## src/rtl/instr_fetch_unit_pkg.sv

```systemverilog
// Shared fetch definitions: default widths, word size, reset PC and FSM state encodings.
package instr_fetch_unit_pkg;

   localparam int ADDR_W_DEF   = 9;
   localparam int DATA_W_DEF   = 32;
   localparam int WORD_BYTES   = 4;
   localparam int RESET_PC_DEF = 0;

   typedef enum logic [0:0] {
      ST_FETCH = 1'b0,
      ST_HALT  = 1'b1
   } fetch_state_t;

endpackage

```

## src/rtl/instr_fetch_unit_fetch_fifo.sv

```systemverilog
// Prefetch FIFO with fall-through head: the entry at the read pointer is always on dout.
module fetch_fifo #(
   parameter int W     = 41,
   parameter int DEPTH = 2
) (
   input  logic         clk,
   input  logic         rst_n,
   input  logic         push,
   input  logic         pop,
   input  logic         flush,
   input  logic [W-1:0] din,
   output logic [W-1:0] dout,
   output logic         full,
   output logic         empty
);

   localparam int PW = (DEPTH > 1) ? $clog2(DEPTH) : 1;
   localparam int CW = $clog2(DEPTH + 1);

   logic [W-1:0]  mem [DEPTH];
   logic [PW-1:0] wr_ptr, rd_ptr;
   logic [CW-1:0] cnt;

   assign dout  = mem[rd_ptr];
   assign full  = (cnt == CW'(DEPTH));
   assign empty = (cnt == '0);

   always_ff @(posedge clk or negedge rst_n) begin
      if (!rst_n) begin
         wr_ptr <= '0;
         rd_ptr <= '0;
         cnt    <= '0;
      end else if (flush) begin
         wr_ptr <= '0;
         rd_ptr <= '0;
         cnt    <= '0;
      end else begin
         if (push) wr_ptr <= wr_ptr + PW'(1);
         if (pop)  rd_ptr <= rd_ptr + PW'(1);
         case ({push, pop})
            2'b10:   cnt <= cnt + CW'(1);
            2'b01:   cnt <= cnt - CW'(1);
            default: cnt <= cnt;
         endcase
      end
   end

   // Storage is data only; occupancy is tracked by cnt, so no reset is needed here.
   always_ff @(posedge clk) begin
      if (push && !flush) mem[wr_ptr] <= din;
   end

endmodule

```

## src/rtl/instr_fetch_unit.sv

```systemverilog
// Instruction fetch initiator: PC register, redirect/push arbitration and prefetch FIFO toward decode.
// Optional misaligned-redirect fault and HALT state are enabled with macro FETCH_ALIGN_CHECK_EN.
module instr_fetch_unit
   import instr_fetch_unit_pkg::*;
#(
   parameter int          ADDR_W   = ADDR_W_DEF,
   parameter int          DATA_W   = DATA_W_DEF,
   parameter int          DEPTH    = 2,
   parameter int unsigned RESET_PC = RESET_PC_DEF
) (
   input  logic              clk,
   input  logic              rst_n,
   input  logic              en,
   output logic [ADDR_W-1:0] rom_addr,
   input  logic [DATA_W-1:0] rom_data,
   input  logic              redirect_valid,
   input  logic [ADDR_W-1:0] redirect_pc,
   output logic              out_valid,
   input  logic              out_ready,
   output logic [DATA_W-1:0] out_instr,
   output logic [ADDR_W-1:0] out_pc,
   output logic              fault
);

   localparam int EW = ADDR_W + DATA_W;

   logic [ADDR_W-1:0] pc;
   fetch_state_t      state;
   logic              fault_q;
   logic              fifo_full, fifo_empty;
   logic              push, pop, misaligned;
   logic [EW-1:0]     head;
   logic [ADDR_W-1:0] tgt;
   logic [ADDR_W-1:0] hold_pc_p1;
   logic [DATA_W-1:0] hold_instr_p1;

   function automatic logic [ADDR_W-1:0] next_pc(input logic [ADDR_W-1:0] cur);
      return cur + ADDR_W'(WORD_BYTES);
   endfunction

   assign rom_addr  = pc;
   assign out_valid = !fifo_empty;
   assign pop       = out_valid && out_ready;
   // A full FIFO can still accept the new word when the head leaves on the same edge.
   assign push      = en && (state == ST_FETCH) && !redirect_valid && (!fifo_full || pop);
   assign fault     = fault_q;

`ifdef FETCH_ALIGN_CHECK_EN
   assign tgt        = redirect_pc;
   assign misaligned = redirect_valid && (redirect_pc[1:0] != 2'b00);
`else
   assign tgt        = redirect_pc & ~ADDR_W'(WORD_BYTES - 1);
   assign misaligned = 1'b0;
`endif

   always_ff @(posedge clk or negedge rst_n) begin
      if (!rst_n) begin
         pc      <= ADDR_W'(RESET_PC);
         state   <= ST_FETCH;
         fault_q <= 1'b0;
      end else begin
         if (redirect_valid)
            pc <= tgt;
         else if (push)
            pc <= next_pc(pc);
         if (misaligned) begin
            state   <= ST_HALT;
            fault_q <= 1'b1;
         end
      end
   end

   fetch_fifo #(
      .W     (EW),
      .DEPTH (DEPTH)
   ) u_fifo (
      .clk   (clk),
      .rst_n (rst_n),
      .push  (push),
      .pop   (pop),
      .flush (redirect_valid),
      .din   ({pc, rom_data}),
      .dout  (head),
      .full  (fifo_full),
      .empty (fifo_empty)
   );

   // Last head seen, so the outputs stay put while the FIFO is empty.
   always_ff @(posedge clk or negedge rst_n) begin
      if (!rst_n) begin
         hold_pc_p1    <= '0;
         hold_instr_p1 <= '0;
      end else if (out_valid) begin
         hold_pc_p1    <= head[EW-1:DATA_W];
         hold_instr_p1 <= head[DATA_W-1:0];
      end
   end

   assign out_pc    = out_valid ? head[EW-1:DATA_W] : hold_pc_p1;
   assign out_instr = out_valid ? head[DATA_W-1:0]  : hold_instr_p1;

endmodule

```

## config.mk

```make
export PLATFORM = sky130hd
export DESIGN_NAME = instr_fetch_unit
export DESIGN_NICKNAME = d
export VERILOG_FILES = /design/src/rtl/instr_fetch_unit_pkg.sv /design/src/rtl/instr_fetch_unit_fetch_fifo.sv /design/src/rtl/instr_fetch_unit.sv
export SDC_FILE = /design/constraint.sdc
export NUM_CORES = 1
export LEC_CHECK = 0
export ABC_AREA = 0
export CORE_UTILIZATION = 55
export CTS_CLUSTER_SIZE = 14
export DETAILED_ROUTE_END_ITERATION = 8
export PLACE_DENSITY = 0.89
export SYNTH_ARGS = -nofsm -noshare
export SYNTH_HDL_FRONTEND = slang
export SYNTH_SLANG_ARGS = --single-unit
```

## constraint.sdc

```tcl
create_clock -name clk -period 9.55 [get_ports clk]
set_input_delay 2.865 -clock clk [delete_from_list [all_inputs] [get_ports clk]]
set_output_delay 2.865 -clock clk [all_outputs]
set_load 0.01 [all_outputs]
```

Word level (Yosys, flattened, before mapping)
Memories as Yosys holds them, arrays and structs flattened.
Index checks and enable logic that the tools add are counted.
{"block": "totals", "memories": 1, "input_bits": 46, "ram_bits": 82, "reg_bits": 54, "wordCells": 39, "out_inout_bits": 52}
{"block": "classes", "eq_ne": 3, "addsub": 5, "reduce_logical": 12, "muxes": 12}
{"memory": "u_fifo.mem", "depth": 2, "width": 41, "rd": 1, "rd_ports_with_merged_regs": 0, "wr": 1, "line_no": "instr_fetch_unit_fetch_fifo.sv:20", "text": "logic [W-1:0] mem [DEPTH];"}
{"cell": "$mux 32", "n": 1}
{"cell": "$mux 9", "n": 3}
{"cell": "$add 9x3->9 const B", "n": 1}
{"cell": "$mux 1", "n": 6}
{"cell": "$eq 2x2->1 const B", "n": 2}
{"cell": "$logic_and 1x1->1", "n": 4}
{"cell": "$pmux 2 s2", "n": 1}
{"cell": "$reduce_bool 2->1", "n": 2}
{"cell": "$logic_not 1->1", "n": 3}
{"cell": "$reduce_bool 3->1", "n": 1}
{"cell": "$add 1x1->1 const B", "n": 2}
{"cell": "$add 2x1->2 const B", "n": 1}
{"cell": "$eq 2x1->1 const B", "n": 1}
{"cell": "$logic_not 2->1", "n": 1}
{"cell": "$mux 2", "n": 1}
{"cell": "$sub 2x1->2 const B", "n": 1}
{"cell": "$logic_or 1x1->1", "n": 1}

Depth between registers and ports, before layout
Gate-level depths: netlist of run 1.
{"block": "logic_depth", "ltp_word": 8, "depth_mapped": 5, "depth_no_buf": 4}

By module
Synthesis of run 1 repeated with hierarchy kept, for this count alone.
{"block": "hier_totals", "hier_cells": 284, "hier_area_um2": 5315.1}
{"mod": "fetch_fifo", "n_inst": 1, "cells_per_inst": 148, "seq_area_each_um2": 2562.5, "area_each_um2": 3339.5}
{"mod": "instr_fetch_unit", "n_inst": 1, "cells_per_inst": 136, "seq_area_each_um2": 1201.2, "area_each_um2": 1975.6}

Worst setup path after synthesis of run 1
OpenSTA, ideal clock, no wires.
{"block": "synth_timing", "path_kind": "input to register", "start": "input port redirect_valid", "end": "memory u_fifo.mem[1][0] (enable)", "setup_time_ps": 492, "path_slack_ps": 2925, "arrival_ps": 6133, "stages": 3, "path_buffers": 2, "t_required_ps": 9058, "cell_sequence": "buf_2 -> clkbuf_1 -> nor3b_1"}
{"block": "synth_between", "elab_chain_cells": 6}
{"element": "from (decl)", "line_no": "instr_fetch_unit.sv:16", "text": "input logic redirect_valid,"}
{"element": "$logic_not 1->1 (*)", "line_no": "instr_fetch_unit_fetch_fifo.sv:50, instr_fetch_unit.sv:45"}
{"element": "$logic_and 1x1->1 (2 in a row)", "line_no": "instr_fetch_unit.sv:45", "text": "assign push = en && (state == ST_FETCH) && !redirect_valid && (!fifo_full || pop);"}
{"element": "$logic_and 1x1->1 (*)", "line_no": "instr_fetch_unit_fetch_fifo.sv:50", "text": "if (push && !flush) mem[wr_ptr] <= din;"}
{"element": "$mux 1 (*)", "line_no": "instr_fetch_unit_fetch_fifo.sv:50"}
{"element": "$mux 1 (not written as such) (*)", "line_no": "instr_fetch_unit_fetch_fifo.sv:50"}
{"element": "to (decl)", "line_no": "instr_fetch_unit_fetch_fifo.sv:20"}
Mark *: on every way between the ends. The rest lies on a longest branch, timed or not.

Worst setup path in the final report of run 1
{"block": "layout_timing", "start": "register u_fifo.cnt[0]", "end": "output port out_instr[21]"}
{"block": "layout_between", "elab_chain_cells": 2}
{"element": "from (decl)", "line_no": "instr_fetch_unit_fetch_fifo.sv:22", "text": "logic [CW-1:0] cnt;"}
{"element": "from (signal assigned)", "line_no": "instr_fetch_unit_fetch_fifo.sv:41", "text": "2'b10: cnt <= cnt + CW'(1);"}
{"element": "from (signal assigned)", "line_no": "instr_fetch_unit_fetch_fifo.sv:42", "text": "2'b01: cnt <= cnt - CW'(1);"}
{"element": "from (signal assigned)", "line_no": "instr_fetch_unit_fetch_fifo.sv:43", "text": "default: cnt <= cnt;"}
{"element": "$logic_not 2->1", "line_no": "instr_fetch_unit_fetch_fifo.sv:26", "text": "assign empty = (cnt == '0);"}
{"element": "$mux 32"}
{"element": "to (decl)", "line_no": "instr_fetch_unit.sv:20", "text": "output logic [DATA_W-1:0] out_instr,"}
No other way between the ends.

==> results of run 1 <==
## placed cells by master, fill, tap and decap left out, types with 2 or more instances in the layout
cell type,synthesis,routed
nand4_1,2,2
clkbuf_16,0,16
edfxtp_1,78,78
nor3b_2,1,2
inv_6,0,4
a221o_1,2,2
o21ai_0,9,9
conb_1,1,3
buf_4,3,7
nor2b_1,4,4
dfrtp_1,52,51
clkinv_2,0,3
nand3_1,4,4
mux2i_1,39,39
a31oi_1,2,2
bufinv_16,0,2
clkdlybuf4s50_1,0,91
or4b_1,2,2
or4_1,2,2
a21oi_1,41,41
clkinv_4,0,4
nor2_1,48,48
a22oi_1,2,2
nand2_1,5,5
inv_1,5,5
## sequential cells by signal, indices dropped and copies added, names as in the netlist
signal	count
rom_addr	7
u_fifo.mem	78
u_fifo.rd_ptr	1
hold_pc_p1	9
u_fifo.wr_ptr	1
u_fifo.cnt	2
hold_instr_p1	32
## final timing paths
| path | from | to | slack [ns] | cells after the start |
|---|---|---|---|---|
| max | u_fifo.cnt[0]$_DFFE_PN0P_ | out_instr[21] | 3.64 | 5 |
| min | hold_pc_p1[1]$_DFF_PN0_ | hold_pc_p1[1]$_DFF_PN0_ | 0.51 | 2 |
| max reg2reg | u_fifo.cnt[0]$_DFFE_PN0P_ | hold_instr_p1[21]$_DFF_PN0_ | 7.47 | 4 |
| min reg2reg | hold_pc_p1[1]$_DFF_PN0_ | hold_pc_p1[1]$_DFF_PN0_ | 0.51 | 2 |
| max in group asynchronous | rst_n | u_fifo.rd_ptr$_DFFE_PN0P_ | 6.56 | 2 |
| min in group asynchronous | rst_n | hold_instr_p1[3]$_DFF_PN0_ | 2.50 | 2 |
## layout make-up
cell class                 instances  area [µm²]  area share (%)
inverter                           5        18.8           0.290
sequential                       130        3640            56.3
timing repair buffer              99         968            15.0
clock buffer                      17         414            6.40
tap                              108         135            2.09
multi-input combinational        182        1130            17.5
clock inverter                    15         156            2.42
## metrics by stage
step	util (%)	power (mW)	cell area (µm²)	hold slack [ns]	cells
floorplan	-	0.786	4900	0.504	338
global placement	68.0	0.900	5900	0.479	524
detailed placement	68.0	0.911	5900	0.507	524
CTS	74.6	1.52	6470	0.517	556
global route	74.6	1.57	6470	0.533	556
finish	74.6	1.51	6470	0.515	556
## cells by family (layout without fill, tap and decap cells)
kind of cell | after synthesis | count (layout) | share of synthesized area (%)
fa+ha+maj | 1 | 1 | 0.256
xor+xnor | 1 | 1 | 0.179
mux | 39 | 39 | 7.98
simple gates | 78 | 78 | 7.55
other cells | 1 | 3 | 0.0767
buf+inv | 26 | 136 | 2.69
flops | 130 | 130 | 74.5
compound gates | 60 | 60 | 6.78
## report_power, final
| group | internal [mW] | total [mW] | switching [mW] | leakage, nW |
|---|---|---|---|---|
| sequential | 0.653 | 0.675 | 0.0225 | 1.31 |
| combinational | 0.116 | 0.226 | 0.109 | 0.774 |
| clock | 0.373 | 0.607 | 0.233 | 0.281 |
## metal layers
metal  GRT usage, %  part of all wire, %  wire length [µm]  vias up
li1               -                    -                 -     1427
met1           24.7                   40              3730     1477
met2           36.7                   53              4850       99
met3           7.98                  6.3               580        4
met4           6.62                 0.51                47        0
met5              0                    0                 0        -
## tightest hold or removal path, cell delays in order (launching register included)
cell,delay [ns]
dfrtp_1,0.37
inv_1,0.05
nor2_1,0.05
==> metrics.txt, run 1 <==
share of synthesized flip-flops with an asynchronous set or reset=40.0%; nature of the critical path endpoint=output port; Cell variety after synth=36; Slew @ Worst Pin=0.702 ns; CTS tree=done; Cells after Synth=336; number of port buffers=92; # clock sinks=130; synthesis-stage register bit count=130; cts bufs inserted=17; Die W=96.3 µm; Initial Utilization=56.4%; height of the die=96.3 µm; status=finished, final reports clean; initial antenna violation count=0; PwrDens=233 nW/µm²; Post-CTS Setup Inserts=0; hold buffer count at CTS=0; Setup crit start kind=flip-flop; peak supply drop=170 µV; clock tree buffer depth=2; Synth-to-Final Area Change=32.3%; maxcap violations=0; Die ar.=9270 µm²; Slowest-stage cell, CP=or2_2; wire per inst=16.6 µm; Via density=5.41; drt drc=0; final max-slew violation count=0; setup total negative slack=0 ns; Worst Setup Slack, final=3.64 ns; Synth area leaders=edfxtp_1 (48%), dfrtp_1 (27%), mux2i_1 (8.0%), a21oi_1 (4.2%), nor2_1 (3.7%); Worst Path Buf+Inv=2; Hold WC Path Type=reg2reg; vias in the first global route=2941; Yosys top cell by area=edfxtp_1; clk slew on worst S/H paths=0.06 ns; fin crit share=61.9%; crit-path leading delay family=buffers and inverters; Placer Congestion=0.758; top-count cell post-synth=edfxtp_1; Hold Violations, Final=0; Synth Warn #=0; Synth top area share=47.9%; largest net degree at the start of global routing=53; synthesized area per cell=14.6 µm²; Skew-Pair Late Insertion Delay=0.50 ns; final wirelength=9210 µm; root buffer cell=clkbuf_8; H-tree Lvls=4; post-route ant nets=0; hpwl dp=5680 µm; critical path arrival=3.05 ns; relative slew slack=53.2%; num ports=98; Worst Path Required=6.69 ns; top cell types by occurrence after synthesis=edfxtp_1 (78), dfrtp_1 (52), nor2_1 (48); fmax=169 MHz; endpoints failing setup=0; minimum clock period=5.91 ns; Post-Syn Area=4890 µm²; first-pass GRT wire length=14100 µm; sequential fraction of the synthesis area=74.5%; crit-path max FO=45; Post-Place Worst Slack=4.20 ns; share of cells above drive strength 1=10.0%; leakage power=2.36 nW; RSZ-0062 raised after global routing=false; gr ovfl total=0; slowest stage delay, CP=0.62 ns; Max Clock Skew=0.00826 ns; # resized after CTS=0; Final nets=482; crit-path cells=or2_2, buf_4, nor2_1, a21oi_1, clkdlybuf4s50_1; Pre-antenna DRT Iters=5; Core Area=8680 µm²; fill count=565; overall routing resource usage=21.3%; row cnt=34; DR vias=3007; crit path kind=reg2out; Post-synth EDFFs=78; DRT iter0 DRCs=82; Most used DFF post-synth=edfxtp_1; n_diodes=0
Note: power is estimated with default switching activity, not from simulation.
==> inputs of run 2 (changes only) <==
- CORE_UTILIZATION: 55 -> 46
- PLACE_DENSITY: 0.89 -> 0.79
- clock period: 9.55 -> 4.92 ns (I/O delays scaled with it)
==> run 2 against run 1 <==
Worst hold slack worse by 0.031 ns. Highest routed layer unchanged. Utilization down 11 points. Sequential share of layout area down 0.51 points. Routed wire length up 2.0%.
==> metrics.txt, run 2 (synthesis results as in run 1) <==
status=finished, final reports clean; fmax=236 MHz; drt drc=0; nature of the critical path endpoint=output port; Skew-Pair Late Insertion Delay=0.50 ns; clock tree buffer depth=2; clk slew on worst S/H paths=0.06 ns; Setup crit start kind=flip-flop; number of port buffers=92; cts bufs inserted=17; post-route ant nets=0; height of the die=105 µm; maxcap violations=0; commonest non-fill, non-tap cell in the layout=clkdlybuf4s50_1; endpoints failing setup=0; relative slew slack=48.3%; crit path kind=reg2out; DRT iter0 DRCs=167; largest net degree at the start of global routing=53; # clock sinks=130; utilization after layout=63.3%; Largest Register=u_fifo.mem; Pre-antenna DRT Iters=4; PwrDens=450 nW/µm²; Top Registers=u_fifo.mem (78), hold_instr_p1 (32), hold_pc_p1 (9); placed cell area=5960 µm²; critical path arrival=2.76 ns; Final nets=484; crit-path max FO=33; Synth-to-Final Area Change=33.5%; Max Clock Skew=0.00620 ns; fin crit share=86.1%; DR vias=3041; final wirelength=9400 µm; max FFs per register=78; first-pass GRT wire length=15600 µm; Slew @ Worst Pin=0.773 ns; final max-slew violation count=0; Hold Violations, Final=0; Die W=105 µm; Worst Path Required=3.44 ns; final instance count without filler cells=586; num ports=98; setup total negative slack=0 ns; total power draw=2.94 mW; commonest cells after routing, fill and taps aside=clkdlybuf4s50_1 (91), edfxtp_1 (78), dfrtp_1 (51), nor2_1 (48), a21oi_1 (41); post-route design area=6530 µm²; Die ar.=11000 µm²; overall routing resource usage=18.7%; Via density=5.19; minimum clock period=4.24 ns; # resized after CTS=0; gr ovfl total=0; vias in the first global route=3144; n_diodes=0; hold buffer count at CTS=0; Inst Count DP=554; Core Area=10300 µm²; root buffer cell=clkbuf_8; initial antenna violation count=0; crit-path cells=or2_2, buf_4, nor2_1, a21oi_1, clkdlybuf4s50_1; Hold WC Path Type=reg2reg; Slowest-stage cell, CP=clkdlybuf4s50_1; Initial Utilization=47.4%; slowest stage delay, CP=0.57 ns; row cnt=37; Placer Congestion=0.780; RSZ-0062 raised after global routing=false; wire per inst=16.0 µm; hpwl dp=5890 µm; H-tree Lvls=4; Post-CTS Setup Inserts=0; peak supply drop=253 µV; share of cells above drive strength 1=9.33%; leakage power=2.38 nW; fill count=790; CTS tree=done
==> run 2: changes by cell type in the layout (fill, tap and decap cells not counted), moves of 2 or more <==
| cell | change |
|---|---|
| clkbuf_8 | +4 |
| buf_4 | +2 |
| clkinv_4 | -4 |
| clkbuf_1 | +6 |
| inv_6 | -4 |
==> run 2: worst max-delay path, delay by kind of cell, from the launching register on <==
family / cells / cell delay [ns]
buf+inv: 2 / 0.99
simple gates: 2 / 0.60
flops: 1 / 0.46
compound gates: 1 / 0.20
==> run 2: power by group <==
part | internal, mW | switching, mW
sequential | 1.27 | 0.0466
combinational | 0.229 | 0.207
clock | 0.773 | 0.414
==> run 2: final cells by class <==
cell class	instances	area, µm²	area share [%]
timing repair buffer	101	983	15.1
inverter	5	18.8	0.287
sequential	130	3640	55.8
multi-input combinational	182	1150	17.6
clock inverter	5	75.1	1.15
tap	136	170	2.61
clock buffer	27	492	7.53
==> run 2: stage by stage <==
| step | hold slack [ns] | setup slack [ns] |
|---|---|---|
| after detailed placement | 0.476 | 1.19 |
| after global placement | 0.478 | 1.24 |
| after global routing | 0.502 | 0.417 |
| after CTS | 0.486 | 0.620 |
| final | 0.484 | 0.685 |
| after floorplan | 0.504 | 1.05 |
==> run 2: routing by layer <==
metal | wire [µm] | part of all wire [%] | GRT usage (%)
met1 | 4060 | 43 | 23.8
met3 | 398 | 4.2 | 4.49
met4 | 91 | 0.97 | 8.45
met2 | 4850 | 52 | 30.5
met5 | 0 | 0 | 0
==> run 2: final timing paths <==
check,from,slack [ns],endpoint,cells past startpoint
max,u_fifo.cnt[0]$_DFFE_PN0P_,0.68,out_instr[30],5
min,hold_pc_p1[0]$_DFF_PN0_,0.48,hold_pc_p1[0]$_DFF_PN0_,2
max reg2reg,u_fifo.cnt[0]$_DFFE_PN0P_,3.12,u_fifo.mem[1][2]$_DFFE_PP_,4
min reg2reg,hold_pc_p1[0]$_DFF_PN0_,0.48,hold_pc_p1[0]$_DFF_PN0_,2
max in group asynchronous,rst_n,3.26,u_fifo.rd_ptr$_DFFE_PN0P_,2
min in group asynchronous,rst_n,1.12,hold_instr_p1[20]$_DFF_PN0_,2
==> inputs of run 3 (changes only) <==
- GPL_ROUTABILITY_DRIVEN: default -> 0
==> results of run 3 <==
Final layout, timing and power as in run 2 (identical DEF).
